File: config.mk
export PLATFORM = sky130hd
export DESIGN_NAME = input_conditioner
export DESIGN_NICKNAME = d
export VERILOG_FILES = /design/src/rtl/input_conditioner.sv
export SDC_FILE = /design/constraint.sdc
export NUM_CORES = 1
export LEC_CHECK = 0
export CORE_MARGIN = 2
export CORE_UTILIZATION = 48
export CTS_BUF_LIST = sky130_fd_sc_hd__clkbuf_8
export CTS_CLUSTER_DIAMETER = 80
export DETAILED_ROUTE_END_ITERATION = 16
export GPL_TIMING_DRIVEN = 0
export HOLD_SLACK_MARGIN = 0.03
export PLACE_DENSITY = 0.78
export SETUP_SLACK_MARGIN = 0.05
export SLEW_MARGIN = 0
export SYNTH_ARGS = -nofsm -noshare
export SYNTH_HDL_FRONTEND = slang
export SYNTH_SLANG_ARGS = --single-unit
File: constraint.sdc
create_clock -name Clk -period 3.45 [get_ports Clk]
set_input_delay 0.69 -clock Clk [delete_from_list [all_inputs] [get_ports Clk]]
set_output_delay 0.69 -clock Clk [all_outputs]
set_load 0.1 [all_outputs]
File: src/rtl/input_conditioner.sv
// input_conditioner: front end for the 8-bit add/shift multiplier.
// Synchronises and debounces the two active-low keys, then emits one-cycle
// press pulses gated by Busy. Also provides a 2-flop-synchronised copy of
// the operand switches.
//
// Ports:
//   Clk           - system clock, all state on the rising edge
//   Reset         - asynchronous active-high reset
//   ClearALoadB_n - raw active-low key, asynchronous
//   Execute_n     - raw active-low key, asynchronous
//   Switches_raw  - raw slide switches, asynchronous
//   Busy          - control FSM is mid-multiply
//   ClearALoadB_P - one-cycle pulse per accepted ClearALoadB press
//   Execute_P     - one-cycle pulse per accepted Execute press
//   Execute_Lvl   - debounced Execute level, not gated by Busy
//   Switches_S    - synchronised switches
//
// Optional macro SWITCH_LATCH_EN: when defined, Switches_S only loads from
// the synchronised switches in the cycle a key pulse is generated, so the
// operand stays frozen for the whole multiply.
module input_conditioner #(
    parameter int DEBOUNCE_CYCLES = 50000,
    parameter int CNT_W           = $clog2(DEBOUNCE_CYCLES)
) (
    input  logic       Clk,
    input  logic       Reset,
    input  logic       ClearALoadB_n,
    input  logic       Execute_n,
    input  logic [7:0] Switches_raw,
    input  logic       Busy,
    output logic       ClearALoadB_P,
    output logic       Execute_P,
    output logic       Execute_Lvl,
    output logic [7:0] Switches_S
);

    // Key channels are packed as index 0 = ClearALoadB, index 1 = Execute.
    localparam int NKEY = 2;
    localparam logic [CNT_W-1:0] CNT_LAST = CNT_W'(DEBOUNCE_CYCLES - 1);

    logic [NKEY-1:0]  key_raw;

    logic [NKEY-1:0]  s1_q, s1_d;
    logic [NKEY-1:0]  s2_q, s2_d;
    logic [NKEY-1:0]  stable_q, stable_d;
    logic [NKEY-1:0]  pulse_q, pulse_d;
    logic [CNT_W-1:0] cnt_q [NKEY];
    logic [CNT_W-1:0] cnt_d [NKEY];

    logic [7:0]       sw_s1_q, sw_s1_d;
    logic [7:0]       sw_s2_q, sw_s2_d;

    // Invert to active-high so the reset value 0 means "released".
    assign key_raw = {~Execute_n, ~ClearALoadB_n};

    always_comb begin
        s1_d    = key_raw;
        s2_d    = s1_q;
        sw_s1_d = Switches_raw;
        sw_s2_d = sw_s1_q;
        for (int k = 0; k < NKEY; k++) begin
            stable_d[k] = stable_q[k];
            cnt_d[k]    = '0;
            // Any return to the stable level leaves cnt at 0, so a bounce
            // restarts the count; reaching CNT_LAST accepts the new level.
            if (s2_q[k] != stable_q[k]) begin
                if (cnt_q[k] == CNT_LAST) begin
                    stable_d[k] = s2_q[k];
                end else begin
                    cnt_d[k] = cnt_q[k] + 1'b1;
                end
            end
        end
        // Rising edge of the accepted level, dropped (not queued) if busy.
        pulse_d = stable_d & ~stable_q & {NKEY{~Busy}};
    end

    always_ff @(posedge Clk or posedge Reset) begin
        if (Reset) begin
            s1_q     <= '0;
            s2_q     <= '0;
            stable_q <= '0;
            pulse_q  <= '0;
            sw_s1_q  <= '0;
            sw_s2_q  <= '0;
            for (int k = 0; k < NKEY; k++) begin
                cnt_q[k] <= '0;
            end
        end else begin
            s1_q     <= s1_d;
            s2_q     <= s2_d;
            stable_q <= stable_d;
            pulse_q  <= pulse_d;
            sw_s1_q  <= sw_s1_d;
            sw_s2_q  <= sw_s2_d;
            for (int k = 0; k < NKEY; k++) begin
                cnt_q[k] <= cnt_d[k];
            end
        end
    end

    assign ClearALoadB_P = pulse_q[0];
    assign Execute_P     = pulse_q[1];
    assign Execute_Lvl   = stable_q[1];

`ifdef SWITCH_LATCH_EN
    logic [7:0] sw_lat_q, sw_lat_d;

    // Load in the same edge that raises either pulse.
    always_comb begin
        sw_lat_d = sw_lat_q;
        if (|pulse_d) begin
            sw_lat_d = sw_s2_q;
        end
    end

    always_ff @(posedge Clk or posedge Reset) begin
        if (Reset) begin
            sw_lat_q <= '0;
        end else begin
            sw_lat_q <= sw_lat_d;
        end
    end

    assign Switches_S = sw_lat_q;
`else
    assign Switches_S = sw_s2_q;
`endif

endmodule

* After elaboration in Yosys (flattened, before gate mapping) *
Cells that the tools add are included.

word-level totals
  register bits = 56
  input port bits = 13
  output and inout port bits = 11
  word-level logic and storage cells = 28

cells by class
  $add $sub $neg = 2
  equal/unequal tests = 4
  multiplexer cells = 8
  bitwise logic cells = 6

operators by type and width
  kind                     count
  $mux W16                 4
  $add A16 B1 Y16 const B  2
  $eq A16 B16 Y1 const B   2
  $and A2 B2 Y2            2
  $mux W1                  4
  $not A1 Y1               3
  $ne A1 B1 Y1             2
  $not A2 Y2               1

* Depth between registers and ports, before layout *
Gate-level depths: netlist of run 1.

  depth after elaboration = 5
  mapped depth = 6
  gate-level depth less buffers = 5

* Least setup slack after synthesis of run 1 *
Ideal clock, no wire load.

  kind = flip-flop to flip-flop
  from = register stable_q[1]
  to = register cnt_q[12] (netlist bit)
  setup time = 71 ps
  arrival = 1627 ps
  data required time = 3379 ps
  setup slack = 1751 ps
  stages on the path, launching flop included = 5
  path buffers = 1
  clock period less this slack = 1699 ps
  path through = dfrtp_1 > xor2_1 > o41ai_4 > buf_6 > nor2_1

RTL lines
  what                           RTL line  text
  start, declared                45        logic [NKEY-1:0] stable_q, stable_d;
  start signal, assigned         92        stable_q <= stable_d;
  end signal, assigned by index  97        cnt_q[k] <= cnt_d[k];
  end, declared                  47        logic [CNT_W-1:0] cnt_q [NKEY];

* Worst setup path in the final report of run 1 *
  from = register stable_q[1]
  to = output Execute_Lvl

RTL lines
  what           RTL line  text
  end, declared  33        output logic Execute_Lvl,

No word-level cell between the ends.

==> run metrics, run 1 <==
site row count 24; Post-Syn Nets 211; Tcrit/Tclk final approximately 75%; post-CTS resize count 0; Crit path depth 1; Finish-stage setup viols 0; hold crit path type flop to flop; clock slew at reported path FFs 100 ps; pin count of the biggest net entering global routing 43; hold path endpoint s2_q[0]$_DFF_PP0_; status finished clean; Post-route DRC 0; Post CTS Setup Buffer Count 0; maximum vdd drop 0.369 mV; Final #Nets 242; final setup margin 860 ps; Synth area leader dfrtp_1; synth unique cells 19; I/O Buffers 23; final hold violations 0; Avg Cell Area, Syn roughly 11 sq um; GRT Resource Usage Total approximately 16%; initial antenna violation count 0; critical path cell sequence clkdlybuf4s50_1; HPWL Detailed 2580 um; CORE AREA 4440 sq um; CTS tree yes; unrepaired setup endpoints after global routing false; CP endpoint kind output port; I/O Pins 24; Slew headroom roughly a third; RePlAce Congestion just under 0.8; cts bufs inserted 5; placed cell count 272; leak pwr 0.00111 uW; DR vias 1485; Worst Path Required 2760 ps; R2R Path End cnt_q[30]$_DFF_PP0_; die area around 5200 sq um; Mapped Cells 196; Antenna Nets Post-Route 0; routed vias/inst 5.30; Synth async-reset ratio 100%; fillcell total 348; critical path class flop to output port; max-cap check violation count 0; Slew @ Worst Pin 991 ps; area grow syn2layout 19.2%; number of global-route vias before repair 1376; post-synthesis cell area ~2200 sq um; fin. max-slew vios 0; FMAX 386 MHz; Post-Route WL ~3700 um; R2R cell count 6; CP delay by family, top buffers and inverters; Non-Filler Instances 280; reg2reg start cnt_q[23]$_DFF_PP0_; CP arrival 1900 ps; Worst Hold Path Cells 0; Die H 72.4 um; clock root buffer clkbuf_8; slowest CP cell clkdlybuf4s50_1; Post-synth EDFFs 0; Worst-Skew Late Latency ~310 ps; post-layout util about three fifths; layout cell share with drive strength beyond 1 6.58%; min-delay src s1_q[0]$_DFF_PP0_; Startpoint Class flop; min Tclk post-route around 2600 ps; Post-Route Setup TNS 0 ps; global-route wire length before repair 6450 um; worst path bufs/invs 1; # diodes 0; crit-path max FO 4; H-tree levels 2; most frequent cells in the layout dfrtp_1 (56), nor2_1 (38), xnor2_1 (24); top cells by area, synth dfrtp_1 (62%), xnor2_1 (9.4%), nor2_1 (6.4%); share of the synthesized area in the top cell type 62.4%; Layout Skew slightly above 5 ps; Initial Util 50.5%; leading cell type in the layout, fill and taps excluded dfrtp_1; drt first pass iters 4; clk sink count between 50 and 60; Largest stage delay, worst path ~1200 ps; DR WL/cell 13.3 um; Post-synth top flop dfrtp_1; clock buffer depth 2; width of the die 72.4 um; Power Dens Cells roughly 450 nW/um^2; dpl ws 1200 ps; Yosys warnings 0; sequential fraction of the synthesis area 62.4%; hold_buf cts 0; Iteration-0 DRC Markers 90; global route overflow 0; Hold Slack around 360 ps; R2R setup slack 1580 ps; synthesized flop and latch total 56
## synthesized netlist by cell type (2+ instances only)
master / n
and3_1: 3
dfrtp_1: 56
ha_1: 2
inv_1: 10
mux2_2: 2
nand2_1: 8
nand3_1: 12
nand4_1: 9
nor2_1: 38
nor3_1: 8
nor4_1: 10
nor4b_1: 2
nor4bb_1: 2
xnor2_1: 24
xor2_1: 6
## worst max-delay path by stage
| stage | from | to |
|---|---|---|
| after global routing | stable_q[1]$_DFF_PP0_ | Execute_Lvl |
| after detailed placement | stable_q[1]$_DFF_PP0_ | Execute_Lvl |
| final | stable_q[1]$_DFF_PP0_ | Execute_Lvl |
| after global placement | Reset | cnt_q[28]$_DFF_PP0_ |
| after CTS | stable_q[1]$_DFF_PP0_ | Execute_Lvl |
| after floorplan | Reset | Switches_S[0]$_DFF_PP0_ |
## power breakdown
group	internal [uW]	total, uW	leakage, uW	switching, uW
clock	219	431	0.0000583	212
sequential	673	683	0.000731	9.52
combinational	30.9	95.6	0.000320	64.7
total	923	1210	0.00111	286
## kinds of logic after synthesis
kind of cell,synth area share [%]
and+or+nand+nor,20.0
DFF,62.4
xor gates and xnor gates,11.7
buffers and inverters,2.56
muxes,1.00
adders and majority gates,1.11
AOI/OAI and AO/OA,1.23
## stage by stage
stage                     area [sq um]  total power, uW
after global routing              2680             1260
final                             2680             1210
after floorplan                   2240              756
after CTS                         2680             1220
after global placement            2540              787
after detailed placement          2560              792
## sequential cells by signal, summed over array words and instances, names as in the netlist
name and cells:
pulse_q 2, stable_q 2, cnt_q 32, Switches_S 8, sw_s1_q 8, s2_q 2, s1_q 2
## area by class of cell
| cell class | count | area (sq um) | share of cell area (%) |
|---|---|---|---|
| Inverter | 10 | 37.5 | 1.40 |
| Timing Repair Buffer | 24 | 250 | 9.35 |
| Multi-Input combinational cell | 127 | 786 | 29.4 |
| Buffer | 3 | 20.0 | 0.748 |
| Sequential cell | 56 | 1400 | 52.4 |
| Tap cell | 52 | 65.1 | 2.43 |
| Clock inverter | 3 | 47.5 | 1.78 |
| Clock buffer | 5 | 68.8 | 2.57 |
## layer usage
metal	track usage, %	part of all wire [%]
met5	0	0
met4	8.64	2.0
met3	3.61	4.4
met2	24.5	47
met1	22.4	47
Power figures use the tool's default switching activity.
==> run 2: changes to the inputs <==
PLACE_DENSITY = 0.81   (was 0.78)
clock period = 2.11 ns   (was 3.45 ns; I/O delays follow)
==> run 2 against run 1 <==
Compared with the run above:
- utilization fell by 0.53 points
- clock skew rose by 2.7 ps
- sequential share of layout area rose by 0.47 points
==> run metrics, run 2 (same netlist as run 1, synthesis figures left out) <==
RePlAce Congestion 0.764 (-3.0%); status finished clean; DR vias 1449 (-2.4%); placed cell count 272 (unchanged); number of global-route vias before repair 1362 (-1.0%); drt first pass iters 4 (unchanged); Finish-stage setup viols 0 (unchanged); Slew headroom 34.3% (+0.59 points); # diodes 0 (unchanged); FMAX 499 MHz; crit-path max FO 4 (unchanged); R2R setup slack 270 ps (-1310 ps); global-route wire length before repair 6330 um (-1.8%); Final #Nets 242 (unchanged); most frequent cells in the layout dfrtp_1 (56), nor2_1 (38), xnor2_1 (24); I/O Pins 24 (unchanged); layout cell share with drive strength beyond 1 7.02% (+0.44 points); critical path class flop to output port; post-layout util 59.7% (-0.53 points); slowest CP cell clkdlybuf4s15_1; CP endpoint kind output port; HPWL Detailed 2550 um (-1.0%); pin count of the biggest net entering global routing 33 (-23%); Worst Path Required 1690 ps (-1070 ps); leading cell type in the layout, fill and taps excluded dfrtp_1; clk sink count 56 (unchanged); hold_buf cts 0 (unchanged); H-tree levels 2 (unchanged); Startpoint Class flop; max reg flops 32 (unchanged); critical path cell sequence clkdlybuf4s15_1; min Tclk post-route approximately 2000 ps; worst path bufs/invs 1 (unchanged); I/O Buffers 23 (unchanged); area grow syn2layout 18.2%; clock root buffer clkbuf_8; hold crit path type flop to flop; Iteration-0 DRC Markers 74 (-18%); Post CTS Setup Buffer Count 0 (unchanged); Layout Skew 7.86 ps (+2.75 ps); clock buffer depth 2 (unchanged); Initial Util 50.5% (unchanged); Power Dens Cells 709 nW/um^2 (+57%); Largest stage delay, worst path 850 ps (-310 ps); Post-Route WL 3590 um (-3.9%); largest reg by FF count cnt_q; clock slew at reported path FFs 100 ps (about the same); Post-route DRC 0 (unchanged); fin. max-slew vios 0 (unchanged); CTS tree yes; site row count 24 (unchanged); Antenna Nets Post-Route 0 (unchanged); Slew @ Worst Pin 989 ps (-1.83 ps); Non-Filler Instances 280 (unchanged); Worst-Skew Late Latency 310 ps (about the same); CORE AREA 4440 sq um (unchanged); final hold violations 0 (unchanged); unrepaired setup endpoints after global routing false; routed vias/inst 5.18 (-2.4%); max-cap check violation count 0 (unchanged); DR WL/cell 12.8 um (-3.9%); maximum vdd drop 0.495 mV (+34%); leak pwr 0.00112 uW (+1.3%); global route overflow 0 (unchanged); Die H 72.4 um (unchanged); cts bufs inserted 5 (unchanged); initial antenna violation count 0 (unchanged); Tcrit/Tclk final 94.9%; fillcell total 352 (+1.1%); GRT Resource Usage Total 16.1% (-0.25 points); width of the die 72.4 um (unchanged); die area 5240 sq um (unchanged); CP delay by family, top buffers and inverters; CP arrival 1580 ps (-320 ps)
==> run 2: cell types whose count changed in the layout (fill, tap and decap cells not counted), sizes merged <==
cell           change
bufinv             -1
inv                +1
clkdlybuf4s15      +1
dlygate4sd2       +10
clkdlybuf4s50     -11
==> run 2: power by group <==
group / internal, uW / switching [uW]
Sequential: 1100 / 15.1
Combinational: 45.0 / 105
Clock: 250 / 364
==> run 2: worst paths after layout <==
check                                               end             startpoint  cells after the start
max in group asynchronous            cnt_q[5]$_DFF_PP0_                  Reset                      3
min in group asynchronous       Switches_S[5]$_DFF_PP0_                  Reset                      2
worst min register to register  Switches_S[7]$_DFF_PP0_   sw_s1_q[7]$_DFF_PP0_                      0
worst max register to register      cnt_q[10]$_DFF_PP0_    cnt_q[12]$_DFF_PP0_                      5
worst max-delay path                        Execute_Lvl  stable_q[1]$_DFF_PP0_                      1
worst min-delay path            Switches_S[7]$_DFF_PP0_   sw_s1_q[7]$_DFF_PP0_                      0
==> run 2: routing by layer <==
layer	vias to the layer above	GRT usage (%)	routed length [um]
met1	691	21.9	1680
li1	717	-	-
met2	34	24.8	1680
met5	-	0	0
met3	7	4.03	160
met4	0	6.79	72
==> run 2: metrics by stage <==
step | TNS (ps) | instance area (sq um) | power, uW | setup WS [ps] | hold WS (ps)
global route | 0 | 2650 | 1960 | 51.0 | 367
CTS | 0 | 2650 | 1900 | 69.0 | 360
finish | 0 | 2650 | 1880 | 107 | 358
floorplan | 0 | 2240 | 1240 | 317 | 331
global placement | -33380 | 2540 | 1290 | -598 | 332
detailed placement | 0 | 2560 | 1290 | 145 | 336
==> run 2: what timing repair did <==
action                                  4_1_cts  5_1_grt
resized for setup                            11        2
endpoints found under the setup margin       11       11
hold endpoints to repair                      0        0
==> run 2: final cells by class <==
cell class,count,area [sq um],area share [%]
plain buffers,3,20.0,0.755
clock buffers,5,68.8,2.59
clock inverters,3,33.8,1.27
inverters,10,37.5,1.42
multi-input cells,127,788,29.7
flip-flops and latches,56,1400,52.8
well taps,52,65.1,2.45
repair buffers,24,238,8.96
